<file path="config.mk">
export PLATFORM = sky130hd
export DESIGN_NAME = conv_tap_sequencer
export DESIGN_NICKNAME = d
export VERILOG_FILES = /design/src/rtl/conv_tap_sequencer_pkg.sv /design/src/rtl/conv_tap_sequencer_mac.sv /design/src/rtl/conv_tap_sequencer.sv
export SDC_FILE = /design/constraint.sdc
export NUM_CORES = 1
export LEC_CHECK = 0
export CORE_AREA = 2 2 95 133
export CTS_CLUSTER_DIAMETER = 100
export CTS_CLUSTER_SIZE = 28
export DETAILED_ROUTE_END_ITERATION = 6
export DIE_AREA = 0 0 97 135
export GPL_TIMING_DRIVEN = 0
export HOLD_SLACK_MARGIN = 0.1
export PLACE_DENSITY = 0.83
export SETUP_SLACK_MARGIN = 0.2
export SYNTH_ARGS = -nofsm -noshare
export SYNTH_HDL_FRONTEND = slang
export SYNTH_SLANG_ARGS = --single-unit
</file>
<file path="constraint.sdc">
create_clock -name clk -period 15.08 [get_ports clk]
set_input_delay 3.77 -clock clk [delete_from_list [all_inputs] [get_ports clk]]
set_output_delay 3.77 -clock clk [all_outputs]
set_load 0.05 [all_outputs]
</file>
<file path="src/rtl/conv_tap_sequencer_pkg.sv">
// Shared types and B-bus select codes for the 3x3 convolution tap sequencer.
package conv_pkg;

  typedef enum logic [1:0] {
    ST_IDLE    = 2'd0,
    ST_FETCH_K = 2'd1,
    ST_FETCH_P = 2'd2,
    ST_WRITE   = 2'd3
  } conv_state_e;

  localparam logic [4:0] SEL_NONE = 5'b00000;
  localparam logic [4:0] SEL_K0   = 5'b00010;
  localparam logic [4:0] SEL_P1   = 5'b01011;
  localparam logic [4:0] SEL_CV   = 5'b01111;

  localparam int unsigned NUM_TAPS = 9;
  localparam logic [3:0]  LAST_TAP = 4'(NUM_TAPS - 1);

endpackage

</file>
<file path="src/rtl/conv_tap_sequencer_mac.sv">
// Signed kernel x unsigned pixel multiply with a 32-bit wrapping accumulator.
module conv_mac_unit
  import conv_pkg::*;
#(
  parameter int KERN_W = 8,
  parameter int PIX_W  = 8
) (
  input  logic                     clk,
  input  logic                     rst_n,
  input  logic                     clr,
  input  logic                     en,
  input  logic signed [KERN_W-1:0] kern,
  input  logic        [PIX_W-1:0]  pix,
  output logic        [31:0]       acc
);

  localparam int PROD_W = KERN_W + PIX_W + 1;

  logic signed [PIX_W:0]    pix_s;
  logic signed [PROD_W-1:0] prod;
  logic signed [31:0]       prod_ext;

  // Pixel gets a zero sign bit so the multiply stays fully signed.
  assign pix_s    = $signed({1'b0, pix});
  assign prod     = PROD_W'(kern) * PROD_W'(pix_s);
  assign prod_ext = 32'(prod);

  always_ff @(posedge clk or negedge rst_n) begin
    if (!rst_n) begin
      acc <= '0;
    end else if (clr) begin
      acc <= '0;
    end else if (en) begin
      acc <= acc + prod_ext;
    end
  end

endmodule

</file>
<file path="src/rtl/conv_tap_sequencer.sv">
// Walks the nine taps over the shared B-bus and writes one convolution result to CV.
// Optional CONV_SAT_EN clamps the written result to the pixel range.
//
// state    | meaning
// IDLE     | bus released (select 0), waiting for start
// FETCH_K  | select K<tap>, latch kernel coefficient
// FETCH_P  | select pixel row of tap, multiply-accumulate
// WRITE    | present result, pulse cv_we/done
module conv_tap_sequencer
  import conv_pkg::*;
#(
  parameter int KERN_W = 8,
  parameter int PIX_W  = 8
) (
  input  logic        clk,
  input  logic        rst_n,
  input  logic        start,
  input  logic [31:0] bus_in,
  output logic [4:0]  bus_sel,
  output logic        busy,
  output logic [3:0]  tap_idx,
  output logic        cv_we,
  output logic [31:0] cv_data,
  output logic        done
);

  conv_state_e state, state_nxt;

  logic [3:0]               tap;
  logic [1:0]               row;
  logic [1:0]               col;
  logic signed [KERN_W-1:0] kern_q;
  logic [PIX_W-1:0]         pix;
  logic                     mac_clr;
  logic                     mac_en;
  logic                     kern_ld;
  logic [31:0]              acc;
  logic [31:0]              result;
  logic [31:0]              cv_q;

  always_ff @(posedge clk or negedge rst_n) begin
    if (!rst_n) state <= ST_IDLE;
    else        state <= state_nxt;
  end

  always_comb begin
    state_nxt = state;
    bus_sel   = SEL_NONE;
    mac_clr   = 1'b0;
    mac_en    = 1'b0;
    kern_ld   = 1'b0;
    cv_we     = 1'b0;
    done      = 1'b0;
    case (state)
      ST_IDLE: begin
        if (start) begin
          mac_clr   = 1'b1;
          state_nxt = ST_FETCH_K;
        end
      end
      ST_FETCH_K: begin
        bus_sel   = SEL_K0 + {1'b0, tap};
        kern_ld   = 1'b1;
        state_nxt = ST_FETCH_P;
      end
      ST_FETCH_P: begin
        bus_sel   = SEL_P1 + {3'b000, row};
        mac_en    = 1'b1;
        state_nxt = (tap == LAST_TAP) ? ST_WRITE : ST_FETCH_K;
      end
      ST_WRITE: begin
        cv_we     = 1'b1;
        done      = 1'b1;
        state_nxt = ST_IDLE;
      end
      default: state_nxt = ST_IDLE;
    endcase
  end

  always_ff @(posedge clk or negedge rst_n) begin
    if (!rst_n) begin
      tap <= '0;
    end else if ((state == ST_IDLE && start) || state == ST_WRITE) begin
      tap <= '0;
    end else if (state == ST_FETCH_P && tap != LAST_TAP) begin
      tap <= tap + 4'd1;
    end
  end

  always_comb begin
    row = 2'd0;
    col = 2'd0;
    case (tap)
      4'd0: begin row = 2'd0; col = 2'd0; end
      4'd1: begin row = 2'd0; col = 2'd1; end
      4'd2: begin row = 2'd0; col = 2'd2; end
      4'd3: begin row = 2'd1; col = 2'd0; end
      4'd4: begin row = 2'd1; col = 2'd1; end
      4'd5: begin row = 2'd1; col = 2'd2; end
      4'd6: begin row = 2'd2; col = 2'd0; end
      4'd7: begin row = 2'd2; col = 2'd1; end
      4'd8: begin row = 2'd2; col = 2'd2; end
      default: begin row = 2'd0; col = 2'd0; end
    endcase
  end

  always_comb begin
    pix = bus_in[PIX_W-1:0];
    case (col)
      2'd1:    pix = bus_in[PIX_W +: PIX_W];
      2'd2:    pix = bus_in[2*PIX_W +: PIX_W];
      default: pix = bus_in[PIX_W-1:0];
    endcase
  end

  always_ff @(posedge clk or negedge rst_n) begin
    if (!rst_n)       kern_q <= '0;
    else if (kern_ld) kern_q <= bus_in[KERN_W-1:0];
  end

  conv_mac_unit #(
    .KERN_W(KERN_W),
    .PIX_W (PIX_W)
  ) u_mac (
    .clk  (clk),
    .rst_n(rst_n),
    .clr  (mac_clr),
    .en   (mac_en),
    .kern (kern_q),
    .pix  (pix),
    .acc  (acc)
  );

`ifdef CONV_SAT_EN
  localparam logic [31:0] PIX_MAX = (32'd1 << PIX_W) - 32'd1;

  always_comb begin
    result = acc;
    if (acc[31])            result = '0;
    else if (acc > PIX_MAX) result = PIX_MAX;
  end
`else
  assign result = acc;
`endif

  // acc is cleared by the next start, so the written value is held separately.
  always_ff @(posedge clk or negedge rst_n) begin
    if (!rst_n)                cv_q <= '0;
    else if (state == ST_WRITE) cv_q <= result;
  end

  assign cv_data = (state == ST_WRITE) ? result : cv_q;
  assign busy    = (state != ST_IDLE);
  assign tap_idx = tap;

  generate
    if (3 * PIX_W < 32) begin : g_unused_bus
      logic unused_bus;
      assign unused_bus = ^bus_in[31:3*PIX_W];
    end
  endgenerate

endmodule

</file>
=== Word level (Yosys, flattened, before mapping) ===
Memories as Yosys holds them, arrays and structs flattened.
Index checks and enable logic that the tools add are counted.

* Equality and inequality tests: 8
* Multiply operators: 1
* Reduce and logical (&&, ||, !) cells: 7
* Add/sub/neg operators: 4
* Multiplexer cells: 15

{| class="wikitable"
|+ Operator list
! cell !! count
|-
| $mux 32 || 3
|-
| $add 32x32->32 || 1
|-
| $mul 8x9->17 || 1
|-
| $pmux 8 s2 || 1
|-
| $pmux 5 s2 || 1
|-
| $mux 4 || 2
|-
| $pmux 2 s4 || 1
|-
| $eq 2x2->1 const B || 3
|-
| $reduce_bool 2->1 || 3
|-
| $add 2x4->5 const A || 1
|-
| $add 4x2->5 const A || 1
|-
| $mux 1 || 5
|-
| $add 4x1->4 const B || 1
|-
| $eq 2x1->1 const B || 2
|-
| $eq 4x4->1 const B || 1
|-
| $mux 2 || 2
|-
| $ne 4x4->1 const B || 1
|-
| $logic_and 1x1->1 || 2
|-
| $logic_not 2->1 || 1
|-
| $ne 2x2->1 const B || 1
|-
| $logic_or 1x1->1 || 1
|}

* Output and inout bits: 44
* Bits in read-only memories: 64
* Bits of input ports: 35
* Memories: 1
* Register bits after elaboration: 78

{| class="wikitable"
|+ Memories
! memory !! depth !! bits a word !! rd ports !! clocked after Yosys merged registers in !! write ports !! line !! text
|-
| (name not given) || 16 || 4 || 1 || 0 || 0 || conv_tap_sequencer.sv:93 || <nowiki>case (tap)</nowiki>
|}

=== Logic depth before layout (Yosys ltp) ===
An unclocked memory read counts as a cell.

* Depth in word-level cells: 7
* Mapped depth: 40

=== By module ===
From an unflattened synthesis, not the netlist that was laid out.

* Cells, all modules: 819
* Area total of the unflattened synthesis: 7643.6 um^2

{| class="wikitable"
|+ By module, submodules not included
! module !! area each (um^2) !! seq. area each (um^2) !! cells each !! times used
|-
| conv_mac_unit || 5355.1 || 800.8 || 630 || 1
|-
| conv_tap_sequencer || 2288.4 || 1151.1 || 189 || 1
|}

=== Worst setup path after synthesis ===
Ideal clock, no wire load.

* Path kind: input -> register
* From: input port bus_in[21]
* To: register u_mac.acc[28]
* Stages on the path: 28
* Setup slack: 4.634 ns
* Data arrival time: 10.309 ns
* Required time: 14.943 ns
* Setup time: 0.137 ns
* Path through: a22oi_1 -> nor2_1 -> a21oi_1 -> nor2b_1 -> fa_1 -> fa_1 -> fa_1 -> inv_1 -> fa_1 -> inv_1 -> ha_1 -> or3_1 -> o21ai_0 -> a21oi_1 -> a211o_1 -> o31ai_4 -> xnor2_1 -> ha_1 -> buf_2 -> a21oi_1 -> inv_1 -> a2111oi_0 -> a21oi_1 -> nor3_1 -> a21oi_1 -> o41ai_2 -> xor2_1 -> a21oi_1

* Longest elaborated chain between the ends: 5

{| class="wikitable"
|+ RTL lines
! what !! line !! text
|-
| start: declaration || conv_tap_sequencer.sv:18 || <nowiki>input logic [31:0] bus_in,</nowiki>
|-
| $pmux 8 s2 || conv_tap_sequencer.sv:109 || <nowiki>case (col)</nowiki>
|-
| $mul 8x9->17 || conv_tap_sequencer_mac.sv:25 || <nowiki>assign prod = PROD_W'(kern) * PROD_W'(pix_s);</nowiki>
|-
| $add 32x32->32 || conv_tap_sequencer_mac.sv:34 || <nowiki>acc <= acc + prod_ext;</nowiki>
|-
| $mux 32 || conv_tap_sequencer_mac.sv:33 || <nowiki>end else if (en) begin</nowiki>
|-
| $mux 32 || conv_tap_sequencer_mac.sv:31 || <nowiki>end else if (clr) begin</nowiki>
|-
| end signal: assignment || conv_tap_sequencer_mac.sv:34 ||
|-
| end: declaration || conv_tap_sequencer_mac.sv:14 || <nowiki>output logic [31:0] acc</nowiki>
|}

No other way between the ends. The select of a mux whose other input is x is not followed.
A chain may end at the register's enable or synchronous reset.

=== Worst setup path in the final report ===
* From: input port bus_in[16]
* To: register u_mac.acc[28]

The elaborated chain is that of the path after synthesis.

==> impl_summary.txt <==
----------------------------------------------------
[STA]
  Final count of hold timing violations ... 0
  Period utilisation layout ... 0.759
  Worst slew margin relative to its limit ... 0.262
  Slew at the pin closest to its max-slew limit ... 1.10 ns
  Final setup fails ... 0
  Worst clock skew ... 0.00499 ns
  Final setup TNS ... 0 ns
  Max Slew Vio Count ... 0
  Min Clock Period, post-route ... 11.44 ns
  WHS ... 0.495 ns
  Max frequency ... 87.4 MHz
  RSZ-0062 raised after global routing ... no

[Synthesis]
  Number of enable flip-flop cells after synthesis ... 0
  Share of the synthesized area in the top cell type ... 0.266
  Adder and majority gate portion of the synthesized area ... 0.257
  Post-synthesis compound-gate area fraction ... 0.137
  Area fraction in and, or, nand and nor cells after synthesis ... 0.149
  Post-Synthesis Mean Instance Area ... 9.40 um2
  Synthesized netlist net count ... 944
  Xor/xnor cell area share of the yosys netlist ... 0.0489
  Sequential-to-total area share from yosys stat ... 0.266
  Cell type contributing the most total cell area after synthesis ... dfrtp_1
  Proportion of synthesized flip-flops having asynchronous set or reset ... 1.00
  Number of synthesized register bits ... 78
  Synth Cell Area ... 7340 um2
  Most repeated cell in the gate-level netlist after synthesis ... ha_1
  Unique cell type count in the Yosys netlist ... 65
  Most common flop cell mapped by yosys ... dfrtp_1
  Post-Syn Instances ... 781
  Mux cell area share after synthesis ... 0.0884
  Area contributors post-synth ... dfrtp_1, ha_1, fa_1, mux2_2, inv_1
  Most frequent cells after synthesis ... ha_1, dfrtp_1, inv_1
  Dominant combinational cell family by area after synthesis ... adder cells
  Yosys warns ... 0

[Setup path]
  Crit path largest cell delay ... 0.84 ns
  Critical register-to-register path startpoint ... tap_idx[1]
  Peak fanout along the critical path ... 17
  Setup slack of the most critical reg-to-reg path ... 5.50 ns
  Slowest stage cell on the critical path ... xnor2_2
  Path type of the worst setup path ... in2reg
  Crit end category ... flop
  Worst setup endpoint ... u_mac.acc[28]
  Arrival time at the worst endpoint ... 11.65 ns
  Path depth of the worst reg2reg path ... 35
  RR Endpoint ... u_mac.acc[28]
  Worst path most repeated cell ... a21oi_1
  Worst setup path start ... bus_in[16]
  Data required time at the worst endpoint ... 15.29 ns
  CP startpoint kind ... input port

[Clocking]
  Total number of clock tree sinks ... 78
  Worst-Skew Late Latency ... 0.35 ns
  Hold bufs inserted after CTS ... 0
  Post-CTS repair timing setup buffer count ... 0
  Root Buffer Master ... clkbuf_16
  Quantity of gates resized following cts ... 0
  Clock Pin Slew Worst Setup and Hold Paths ... 0.06 ns
  Clock buffer count from CTS ... 9
  H-tree level count ... 3
  Maximum number of buffers from clock root to sink ... 2
  Clock tree from TritonCTS ... yes

[Floorplanning]
  Die extent in y ... 135 um
  X dimension of the die ... 97 um
  Initial cell density of the core ... 0.621
  Core area ... 11,800 um2
  Die outline area ... 13,100 um2
  Floorplan row count ... 47
  Top Ports ... 79

[Route]
  Total number of vias ... 6,088
  WL per Instance ... 17.5 um
  Antenna viol nets, final ... 0
  Number of search-and-repair iterations in the first detailed-routing pass ... 6
  Final routed DRC violation total ... 0
  Final WL ... 17.8 mm
  Via-per-instance ratio ... 6.00
  Violation count after the first detailed-route iteration ... 304

[Layout]
  Layout overhead on the synthesized area ... 16.6%
  Fillers ... 838
  Antenna Cells ... 0
  Area of the multi-input gates ... 5000 um2
  Share of cells above drive strength 1 ... 0.0876
  Finished Layout Cells ... 1,015
  # nets final ... 1,026
  Sequential cell area in the final layout ... 1950 um2

[Global routing]
  Initial antenna violation count ... 0
  Maximum number of pins on one net before global-route repair ... 65
  Total Routing Usage GR ... 0.281
  Via count of the first global-routing pass ... 6,570
  Wire length of the first global-routing pass ... 29.9 mm
  Overflow after GRT ... 0

[Hold path]
  Type of the most critical hold path ... reg2reg

[Status]
  Result of the run ... complete, no violations

[Placement]
  HPWL after DPL ... 13.7 mm
  Placed Cells ... 999
  Final weighted congestion in routability-driven placement ... 0.932
  Number of port buffers ... 70

[Flow run]
  Max capacitance violation total ... 0

----------------------------------------------------
-- how the worst min path moves through the flow --
| stage | start | cells after the start | slack (ns) | endpoint |
|---|---|---|---|---|
| floorplan | u_mac.acc[19] | 2 | 0.50 | u_mac.acc[19] |
| global placement | cv_q[22] | 1 | 0.48 | cv_q[22] |
| detailed placement | cv_q[20] | 1 | 0.48 | cv_q[20] |
| CTS | cv_q[20] | 1 | 0.50 | cv_q[20] |
| global route | cv_q[27] | 1 | 0.51 | cv_q[27] |
| finish | cv_q[13] | 1 | 0.50 | cv_q[13] |
-- metal layers --
metal / GRT usage / part of all wire
met5: 0 / 0
met1: 0.306 / 0.38
met3: 0.0419 / 0.043
met2: 0.529 / 0.53
met4: 0.141 / 0.042
-- through the flow --
| step | util | instance area, um2 | worst slack (ns) |
|---|---|---|---|
| detailed placement | 0.699 | 8260 | 3.42 |
| CTS | 0.725 | 8560 | 3.76 |
| floorplan | - | 7340 | 4.63 |
| global placement | 0.696 | 8230 | 3.03 |
| global route | 0.725 | 8560 | 3.21 |
| finish | 0.725 | 8560 | 3.64 |
-- registers in the layout, summed over array words and instances (netlist names) --
signal and cells:
u_mac.acc 32, cv_q 32, tap_idx 4, state 2
kern_q 8
-- critical path: cells and delay by family --
family | cells | cell delay, ns
fa+ha+maj | 6 | 2.88
simple gates | 3 | 0.43
buf+inv | 6 | 0.85
compound gates | 12 | 2.67
xor+xnor | 2 | 1.03
-- final cells by class --
cell class,instances,area share
Buffer,26,0.0126
Clock buffer,9,0.0263
Clock inverter,7,0.00935
Inverter,78,0.0342
Multi-Input combinational cell,599,0.583
Sequential cell,78,0.228
Tap cell,147,0.0215
Timing Repair Buffer,71,0.0847
-- placed cells by master (no fill, tap or decap), drive strengths merged, types with 6 or more instances in the layout --
cell type,instances
ha,90
inv,81
dfrtp,78
clkdlybuf4s50,69
nor2,52
nand2,50
a21oi,48
mux2,39
nor2b,38
fa,38
o21ai,36
xnor2,29
clkbuf,26
mux2i,21
and2,20
a21o,14
nand2b,13
nand3,13
xor2,12
nor3,12
buf,11
a22oi,9
a31oi,6
-- cells by family (layout without fill, tap and decap cells) --
kind of cell,Yosys count,in the layout
fa+ha+maj,128,128
compound gates,152,152
flops,78,78
simple gates,218,218
buf+inv,104,191
mux,60,60
xor+xnor,41,41
Power is not shown: default switching activity piles up to over one toggle a cycle in this logic, so the estimate is an artifact.
